[config.mk]
export PLATFORM = sky130hd
export DESIGN_NAME = store_buffer
export DESIGN_NICKNAME = d
export VERILOG_FILES = /design/src/rtl/store_buffer.sv
export SDC_FILE = /design/constraint.sdc
export NUM_CORES = 1
export LEC_CHECK = 0
export ABC_AREA = 1
export CAP_MARGIN = 20
export CORE_ASPECT_RATIO = 1.75
export CORE_MARGIN = 2
export CORE_UTILIZATION = 58
export CTS_BUF_LIST = sky130_fd_sc_hd__clkbuf_16
export CTS_CLUSTER_DIAMETER = 30
export DETAILED_ROUTE_END_ITERATION = 10
export GPL_TIMING_DRIVEN = 1
export PLACE_DENSITY_LB_ADDON = 0.12
export SLEW_MARGIN = 10
export SYNTH_ARGS = -nofsm -noshare
export SYNTH_HDL_FRONTEND = slang
export SYNTH_SLANG_ARGS = --single-unit
[constraint.sdc]
create_clock -name clk -period 5.4 [get_ports clk]
set_input_delay 1.35 -clock clk [delete_from_list [all_inputs] [get_ports clk]]
set_output_delay 1.35 -clock clk [all_outputs]
set_load 0.05 [all_outputs]
[src/rtl/store_buffer.sv]
// store_buffer: posted-write FIFO between the CPU data port and data memory, with store-to-load forwarding
module store_buffer #(
    parameter int DEPTH  = 4,
    parameter bit FWD_EN = 1'b1
) (
    input  logic                     clk,
    input  logic                     reset,
    input  logic [31:0]              cpu_addr,
    input  logic [31:0]              cpu_wdata,
    input  logic                     cpu_wr,
    input  logic                     cpu_sb,
    input  logic                     cpu_sh,
    output logic [31:0]              cpu_rdata,
    output logic                     cpu_stall,
    output logic [31:0]              mem_raddr,
    input  logic [31:0]              mem_rdata,
    output logic                     mem_wvalid,
    input  logic                     mem_wready,
    output logic [31:0]              mem_waddr,
    output logic [31:0]              mem_wdata,
    output logic [3:0]               mem_wbe,
    output logic [$clog2(DEPTH):0]   level
);
    localparam int PW = $clog2(DEPTH);
    localparam int LW = PW + 1;

    logic [31:0]    addr_q [DEPTH];
    logic [31:0]    addr_d [DEPTH];
    logic [31:0]    data_q [DEPTH];
    logic [31:0]    data_d [DEPTH];
    logic [3:0]     be_q   [DEPTH];
    logic [3:0]     be_d   [DEPTH];
    logic [DEPTH-1:0] valid_q, valid_d;
    logic [PW-1:0]  wr_ptr_q, wr_ptr_d, rd_ptr_q, rd_ptr_d;
    logic [LW-1:0]  level_q, level_d;
    logic           full, enq, deq;
    logic [3:0]     st_be;
    logic [31:0]    st_data;
    logic [31:0]    fwd_data;
    logic [PW-1:0]  idx;

    assign full       = level_q == LW'(DEPTH);
    assign enq        = cpu_wr && !full;
    assign mem_wvalid = level_q != '0;
    assign deq        = mem_wvalid && mem_wready;
    assign cpu_stall  = cpu_wr && full;
    assign level      = level_q;
    assign mem_raddr  = {cpu_addr[31:2], 2'b00};
    assign mem_waddr  = mem_wvalid ? addr_q[rd_ptr_q] : '0;
    assign mem_wdata  = mem_wvalid ? data_q[rd_ptr_q] : '0;
    assign mem_wbe    = mem_wvalid ? be_q[rd_ptr_q]   : '0;
    assign cpu_rdata  = FWD_EN ? fwd_data : mem_rdata;

    // Place the store into its byte lanes; byte address 0 is the most significant lane
    always_comb begin
        st_be   = cpu_sb ? (4'b1000 >> cpu_addr[1:0]) : cpu_sh ? (cpu_addr[1] ? 4'b0011 : 4'b1100) : 4'b1111;
        st_data = cpu_sb ? {4{cpu_wdata[7:0]}} : cpu_sh ? {2{cpu_wdata[15:0]}} : cpu_wdata;
    end

    // Overlay buffered bytes onto the memory word, oldest first so the newest store wins
    always_comb begin
        fwd_data = mem_rdata;
        idx      = '0;
        for (int i = 0; i < DEPTH; i++) begin
            idx = rd_ptr_q + PW'(i);
            if (valid_q[idx] && addr_q[idx] == mem_raddr)
                for (int b = 0; b < 4; b++)
                    if (be_q[idx][b]) fwd_data[8*b +: 8] = data_q[idx][8*b +: 8];
        end
    end

    // Next-state for entries, pointers and occupancy
    always_comb begin
        addr_d   = addr_q;
        data_d   = data_q;
        be_d     = be_q;
        valid_d  = valid_q;
        wr_ptr_d = wr_ptr_q;
        rd_ptr_d = rd_ptr_q;
        level_d  = level_q + LW'(enq) - LW'(deq);
        if (deq) begin
            valid_d[rd_ptr_q] = 1'b0;
            rd_ptr_d          = rd_ptr_q + 1'b1;
        end
        if (enq) begin
            addr_d[wr_ptr_q]  = {cpu_addr[31:2], 2'b00};
            data_d[wr_ptr_q]  = st_data;
            be_d[wr_ptr_q]    = st_be;
            valid_d[wr_ptr_q] = 1'b1;
            wr_ptr_d          = wr_ptr_q + 1'b1;
        end
    end

    // State registers; reset discards any in-flight entries
    always_ff @(posedge clk or negedge reset) begin
        if (!reset) begin
            for (int i = 0; i < DEPTH; i++) begin
                addr_q[i] <= '0;
                data_q[i] <= '0;
                be_q[i]   <= '0;
            end
            valid_q  <= '0;
            wr_ptr_q <= '0;
            rd_ptr_q <= '0;
            level_q  <= '0;
        end else begin
            addr_q   <= addr_d;
            data_q   <= data_d;
            be_q     <= be_d;
            valid_q  <= valid_d;
            wr_ptr_q <= wr_ptr_d;
            rd_ptr_q <= rd_ptr_d;
            level_q  <= level_d;
        end
    end
endmodule
==> results of run 1 <==
## critical path, cell delays in order
cell and delay, ns:
sky130_fd_sc_hd__clkdlybuf4s50_1 0.49, sky130_fd_sc_hd__inv_1 0.16, sky130_fd_sc_hd__nand3_1 0.12, sky130_fd_sc_hd__nand2_1 0.18
sky130_fd_sc_hd__a21oi_1 0.17, sky130_fd_sc_hd__nand2_1 0.10, sky130_fd_sc_hd__nor2_4 0.17, sky130_fd_sc_hd__nand2_1 0.12
sky130_fd_sc_hd__nor2_4 0.14, sky130_fd_sc_hd__buf_12 0.22, sky130_fd_sc_hd__buf_12 0.16, sky130_fd_sc_hd__nand3_1 0.07
sky130_fd_sc_hd__nand2_1 0.10, sky130_fd_sc_hd__inv_1 0.06, sky130_fd_sc_hd__a21oi_2 0.16, sky130_fd_sc_hd__buf_4 0.22
## logic make-up after synthesis
| logic type | synth area share [%] |
|---|---|
| buf+inv | 10.34 |
| fa+ha+maj | 0.6899 |
| xor+xnor | 0.9159 |
| compound gates | 15.93 |
| flops | 32.71 |
| other cells | 0.01782 |
| simple gates | 39.41 |
## flip-flops by register name, indices dropped and copies added (netlist names)
signal / count
addr_q: 120
be_q: 16
data_q: 128
level: 3
rd_ptr_q: 2
valid_q: 4
wr_ptr_q: 2
## layout by cell type (no fill, tap or decap), types with 6 or more instances in the layout
cell type and instances:
sky130_fd_sc_hd__buf_4 86, sky130_fd_sc_hd__nand2_1 1324, sky130_fd_sc_hd__nor2_2 7, sky130_fd_sc_hd__nand2_2 9
sky130_fd_sc_hd__inv_1 250, sky130_fd_sc_hd__a21oi_2 31, sky130_fd_sc_hd__nand3_1 473, sky130_fd_sc_hd__inv_6 6
sky130_fd_sc_hd__o21ai_1 20, sky130_fd_sc_hd__clkdlybuf4s50_1 194, sky130_fd_sc_hd__buf_12 20, sky130_fd_sc_hd__nor2_1 161
sky130_fd_sc_hd__dfrtp_1 273, sky130_fd_sc_hd__clkinv_1 10, sky130_fd_sc_hd__inv_2 6, sky130_fd_sc_hd__clkbuf_16 47
sky130_fd_sc_hd__nand4_1 23, sky130_fd_sc_hd__ha_1 9, sky130_fd_sc_hd__clkinvlp_4 7, sky130_fd_sc_hd__dlymetal6s2s_1 7
sky130_fd_sc_hd__o21ai_0 611, sky130_fd_sc_hd__xor2_1 20
## path summary, 6_finish.rpt
check | slack (ns) | cells after the start | from | to
max reg2reg | 2.69 | 11 | level[2] | level[2]
max in group asynchronous | 3.46 | 2 | reset | data_q[8]
min reg2reg | 0.49 | 2 | valid_q[1] | valid_q[1]
max | 0.02 | 16 | cpu_addr[5] | cpu_rdata[6]
min in group asynchronous | 0.84 | 1 | reset | data_q[84]
min | 0.49 | 2 | valid_q[1] | valid_q[1]
## final cells by class
| class | instances | area (um2) |
|---|---|---|
| repair buffers | 316 | 3278 |
| multi-input cells | 2721 | 12220 |
| inverters | 259 | 992.2 |
| clock buffers | 45 | 1126 |
| well taps | 470 | 588.1 |
| repair inverters | 1 | 8.758 |
| fillers | 3110 | 10550 |
| clock inverters | 35 | 265.3 |
| flip-flops and latches | 275 | 6887 |
## stage by stage
step | utilization (%) | instances
finish | 70.64 | 4122
detailed placement | 65.91 | 4032
CTS | 70.04 | 4114
global route | 70.64 | 4122
floorplan | - | 3497
global placement | 65.91 | 4032
## timing repair
action                                  CTS  global route
pin swaps                                 0             1
cloned                                    1             3
buffers inserted                          1             4
hold buffers                              0             0
endpoints found under the setup margin   32            32
resized for setup                        10            34
## routing by layer
metal / vias to the layer above / wire length, um / track usage (%) / share of wire [%]
met5: - / 0 / 0 / 0
met4: 0 / 7492 / 35.00 / 9.6
met3: 417 / 6548 / 6.096 / 8.4
met2: 1293 / 37900 / 68.27 / 48
met1: 11060 / 26390 / 42.73 / 34
li1: 11540 / - / - / -
==> results.md, run 1 <==
- The final routed wire length divided by cell count is 19.00 um.
- The CTS tree is done.
- The site row count is 92.
- Of the cells placed in the final design, the portion with a size suffix greater than 1 is 7.065%.
- The violation count after the first detailed-route iteration is 2,093.
- Once detailed placement completed, the half-perimeter wirelength came to 53,690 um.
- The count of clock tree sinks is 275.
- The mapped netlist covers 0.02104 mm2.
- The final layout contains 3,731 nets.
- The worst hold path belongs to the class flop to flop.
- The buffer cell driving the clock tree root is sky130_fd_sc_hd__clkbuf_16.
- For this run, the total global-route usage over all layers was measured as 40.15%.
- The clock tree skew after final layout is 0.02292 ns.
- In the post-synthesis netlist, the cell with the most instances is sky130_fd_sc_hd__nand2_1.
- The setup path with the least slack is of type input port to output port.
- The standard cell core area is 0.03591 mm2.
- The initial utilization of the core area, before any placement, comes to 58.58%.
- The die covers 0.03787 mm2.
- During I/O placement, the number of pins put on the boundary was 239.
- The clock latency on the worst-skew pair is 0.57 ns.
- In this run the vertical extent of the chip is 256.0 um.
- After routing the design area is 0.02537 mm2.
- STA classifies the critical path endpoint as an output port.
- Port buffering added 234 buffers.
- The top cell type by area accounts for 32.71% of the synthesized area.
- The post-route clock period utilization is 99.72%.
- The transition at the pin with the smallest max-transition slack is 1.115 ns.
- The worst hold slack is 0.4872 ns.
- The synthesized design contains 275 register bits.
- The count of final hold-check violations is 0.
- The count of yosys warnings during synthesis is 0.
- Each instance of the synthesized netlist takes up on average 6.021 um2.
- The cell count after synthesis came out at 3,494.
- The number of H-tree levels is 2.
- The worst setup margin is 0.01526 ns.
- The first-pass detailed-route iteration total is 7.
- After global routing the overflow that remains totals 0.
- The largest net degree at the start of global routing is 118.
- The number of different library cells in the post-synthesis netlist is 28.
- The final-report max-slew violation count is 0.
- The total placed instance area is 0.02367 mm2.
- After detailed routing, the number of remaining DRC violations is 0.
- The number of enable flip-flop cells after synthesis is 0.
- The final setup violation count is 0.
- Clock-pin slew was measured on the worst setup and hold paths at 0.06 ns.
- The clock buffer count from CTS is 44.
- The number of antenna violations at the first check in global routing is 0.
- The library cell occupying the most area in the post-synthesis netlist is sky130_fd_sc_hd__dfrtp_1.
- The max-capacitance violation count is 0.
- Yosys attributes the largest share of cell area to sky130_fd_sc_hd__dfrtp_1, sky130_fd_sc_hd__nand2_1, sky130_fd_sc_hd__o21ai_0.
- Across all layers, the routed design uses 24,320 vias.
- The residual antenna-violating net count after detailed routing is 0.
- The first global-routing pass estimated 120,900 um of wire.
- Timing would allow up to 0.1857 GHz.
- The final wirelength is 78,330 um.
- The weighted congestion reported at the end of routability-driven placement is 1.075.
- The maximum fanout along the worst path is 29.
- In the synthesized netlist the dominant register cell turns out to be sky130_fd_sc_hd__dfrtp_1.
- Relative to the synthesized area, the layout overhead comes to 20.58%.
- The post-route minimum period is 5.385 ns.
- After routing, the total negative slack on setup checks comes to 0 ns.
- STA puts the critical path data required time at 4.05 ns.
- The flow ran to the end, and the final reports show no timing, DRC or antenna violations.
- The worst pin sits at a relative slew slack of 24.89%.
- The nature of the critical path startpoint is an input port.
- The detail-routed via count per cell is 5.899.
- The async set-reset flop share out of synthesis is 100.0%.
- Before CTS, the worst setup slack after placement is -0.07507 ns.
- After synthesis, the most frequently instantiated cells are sky130_fd_sc_hd__nand2_1, sky130_fd_sc_hd__o21ai_0, sky130_fd_sc_hd__nand3_1.
- In this run the horizontal extent of the chip is 148.0 um.
- The part of the Yosys area used for sequential elements is 32.71%.
- 0 antenna diodes ended up in the layout.
- At the worst endpoint, the arrival time is 4.03 ns.
- The maximum count of clock buffers along a single path is 3.
- The number of global-route vias before repair was 23,410.
Power of run 1 is left out: the tool's default activity adds up to more than one toggle a clock period on the data nets, which glitch-free logic cannot reach.
==> run 2, diff against run 1 <==
==> constraint.sdc (replaced) <==
create_clock -name clk -period 5.3 [get_ports clk]
set_input_delay 1.06 -clock clk [delete_from_list [all_inputs] [get_ports clk]]
set_output_delay 1.06 -clock clk [all_outputs]
set_load 0.05 [all_outputs]
==> run 2 against run 1 <==
Worst setup slack lost 0.0098 ns. Sequential cell count stayed put. Non-clock buffer count is 24 lower. Critical path depth did not move. Largest cell class unchanged. Clock skew up 0.0071 ns. Cell count decreased by 0.17%. Wire length is 4.1% higher.
==> results.md, run 2 (same netlist as run 1, synthesis figures left out) <==
- Status: completed (unchanged).
- Biggest registers after layout: data_q: 128 flops, addr_q: 120 flops, be_q: 16 flops (unchanged).
- The standard cell core area is 0.03591 mm2 (unchanged).
- The total DRC errors in the routed layout is 0 (unchanged).
- The number of I/O pins is 239 (unchanged).
- The weighted congestion reported at the end of routability-driven placement is 0.9882 (was 1.075).
- The final net count came to 3,714 (was 3,731).
- The horizontal die dimension was 148.0 um (unchanged).
- The starting density of the core came to 58.58% (unchanged).
- The number of fill cells is 3,183 (was 3,110).
- The final setup violation count came to 0 (unchanged).
- The first-pass detailed-route iteration total is 8 (was 7).
- The maximum fanout along the worst path is 26 (was 29).
- The count of final hold-check violations is 0 (unchanged).
- The wire length of the first global-routing pass is 126,500 um (was 120,900 um).
- The site row count is 92 (unchanged).
- The register with the highest flop count is data_q (unchanged).
- The maximum count of clock buffers along a single path is 3 (unchanged).
- The final HPWL from detailed placement is 54,280 um (was 53,690 um).
- The arrival time at the worst endpoint is 4.23 ns (was 4.03 ns).
- The largest net degree at the start of global routing is 208 (was 118).
- The area occupied by registers is 0.006887 mm2 (unchanged).
- The worst path uses 99.90% of the clock period.
- The endpoint of the most critical register-to-register path was level[2] (unchanged).
- The count of clock tree sinks is 275 (unchanged).
- The remaining max-slew budget at the tightest pin came to 28.02% (was 24.89%).
- The post-route minimum period is 5.295 ns.
- The nature of the critical path startpoint is a flop (was input port).
- The violation count after the first detailed-route iteration is 2,320 (was 2,093).
- The hold path depth is 2 (unchanged).
- The residual antenna-violating net count after detailed routing is 0 (unchanged).
- The area used by multi-input combinational logic is 0.01208 mm2 (was 0.01222 mm2).
- The number of antenna violations at the first check in global routing was 0 (unchanged).
- The all-layer global routing usage is 42.05% (was 40.15%).
- Setup repair after global routing could not meet its margin everywhere.
- The endpoint type of the worst setup path is an output port (unchanged).
- The cell count after placement came to 4,010 (was 4,032).
- The final wirelength is 81,520 um (was 78,330 um).
- The minimum setup slack after placement came to 0.1938 ns (was -0.07507 ns).
- The total global routing overflow came to 0 (unchanged).
- Leading cell types in the layout, fill and taps excluded: sky130_fd_sc_hd__nand2_1, sky130_fd_sc_hd__o21ai_0, sky130_fd_sc_hd__nand3_1, sky130_fd_sc_hd__dfrtp_1, sky130_fd_sc_hd__inv_1 (unchanged).
- The transition at the pin with the smallest max-transition slack is 1.068 ns (was 1.115 ns).
- The critical path class is flop to output port (was input port to output port).
- The count of hold-fix buffers inserted at cts is 0 (unchanged).
- The commonest non-fill, non-tap cell in the layout was sky130_fd_sc_hd__nand2_1 (unchanged).
- The required time of the critical path is 4.24 ns (was 4.05 ns).
- The worst setup margin is 0.005439 ns (was 0.01526 ns).
- The clock buffer count from CTS is 52 (was 44).
- The detail-routed via count per cell is 6.086 (was 5.899).
- Derived from the worst setup path, the maximum achievable clock frequency is 0.1889 GHz.
- The register-to-register path setup slack is 2.50 ns (was 2.69 ns).
- The vertical die dimension is 256.0 um (unchanged).
- The number of H-tree levels was 2 (unchanged).
- The CTS tree is done (unchanged).
- The buffer cell driving the clock tree root is sky130_fd_sc_hd__clkbuf_16 (unchanged).
- The flip-flop count of the largest register, all copies and words added is 128 (unchanged).
- The sink of the worst hold path is data_q[5] (was valid_q[1]).
- The growth of design area from synthesis to finish is 20.01% (was 20.58%).
- The length in cells of the worst reg-to-reg path was 11 (unchanged).
- The max-capacitance violation count is 0 (unchanged).
- The die footprint is 0.03787 mm2 (unchanged).
- The launch point of the worst reg-to-reg path was level[2] (unchanged).
- The final routed wire length divided by cell count is 19.81 um (was 19.00 um).
- The total number of vias is 25,040 (was 24,320).
- The share of final-layout standard cells stronger than drive strength 1 is 5.763% (was 7.065%).
- The type of the most critical hold path is flop to flop (unchanged).
- The post-route non-filler standard cell count came to 4,115 (was 4,122).
- The number of global-route vias before repair is 24,340 (was 23,410).
- The clock tree skew after final layout is 0.03000 ns (was 0.02292 ns).
- The clock latency on the worst-skew pair was 0.57 ns (about the same).
- The final-report max-slew violation count is 0 (unchanged).
- The worst hold path startpoint is data_q[5] (was valid_q[1]).
- The number of input and output port buffers inserted is 234 (unchanged).
- The clock slew seen by the registers of the worst setup and hold paths is 0.05 ns (was 0.06 ns).
## run 2: cell types whose count changed in the layout (fill, tap and decap cells not counted), sizes merged
cell | previous run | this run
bufinv | 1 | 4
bufbuf | 1 | 3
inv | 266 | 271
buf | 112 | 86
clkbuf | 47 | 54
clkdlybuf4s50 | 194 | 201
dlymetal6s2s | 7 | 0
clkinv | 21 | 22
diode | 0 | 1
## run 2: cell type report
class | instances | share of cell area (%)
Tap cell | 470 | 2.329
Timing Repair Buffer | 292 | 11.84
Clock buffer | 52 | 5.154
Sequential cell | 275 | 27.28
Multi-Input combinational cell | 2721 | 47.84
Antenna cell | 1 | 0.009911
Clock inverter | 45 | 1.635
Inverter | 259 | 3.910
## run 2: metrics by stage
stage	util (%)	TNS, ns	cell area (um2)	hold slack [ns]
after floorplan	-	0	21050	0.4414
after global placement	64.66	0	23220	0.4553
after detailed placement	64.66	0	23220	0.4735
after CTS	69.96	0	25120	0.4862
after global routing	70.29	-0.05182	25250	0.5167
final	70.30	0	25250	0.4830
## run 2: critical path, cell delays in order, from the launching register on
cell                      delay [ns]
sky130_fd_sc_hd__dfrtp_4        0.57
sky130_fd_sc_hd__inv_4          0.13
sky130_fd_sc_hd__ha_2           0.35
sky130_fd_sc_hd__inv_8          0.22
sky130_fd_sc_hd__buf_4          0.22
sky130_fd_sc_hd__nand3_1        0.12
sky130_fd_sc_hd__nand3_1        0.19
sky130_fd_sc_hd__nand4_1        0.14
sky130_fd_sc_hd__nor2_1         0.36
sky130_fd_sc_hd__nand2_1        0.10
sky130_fd_sc_hd__nor2_1         0.16
sky130_fd_sc_hd__buf_4          0.21
sky130_fd_sc_hd__nand3_2        0.21
sky130_fd_sc_hd__nand3_1        0.16
sky130_fd_sc_hd__nand2_1        0.09
sky130_fd_sc_hd__a21oi_1        0.19
sky130_fd_sc_hd__buf_4          0.24
## run 2: worst max path at each step
stage | endpoint | start | slack (ns) | depth (start not counted)
2_1_floorplan | cpu_rdata[14] | rd_ptr_q[1] | 0.02 | 22
3_5_place_dp | cpu_rdata[6] | cpu_addr[16] | 0.19 | 11
4_1_cts | cpu_rdata[31] | rd_ptr_q[0] | 0.02 | 16
6_report | cpu_rdata[31] | rd_ptr_q[0] | 0.005 | 16
3_3_place_gp | cpu_rdata[6] | cpu_addr[16] | 0.18 | 11
5_1_grt | cpu_rdata[31] | rd_ptr_q[0] | -0.05 | 18
## run 2: routing by layer
layer  vias to the layer above  GRT usage (%)  routed length (um)
li1                      11530              -                   -
met1                     11500          45.02               27040
met2                      1550          70.34               38830
met3                       470          6.257                7014
met4                         0          38.62                8631
met5                         -              0                   0
## run 2: timing repair
action,in CTS,in global routing
gates resized for setup,11,11
gates cloned,3,2
buffers inserted,1,1
pin swaps,1,1
setup endpoints to repair,32,32
Power of run 2 is left out for the same reason.
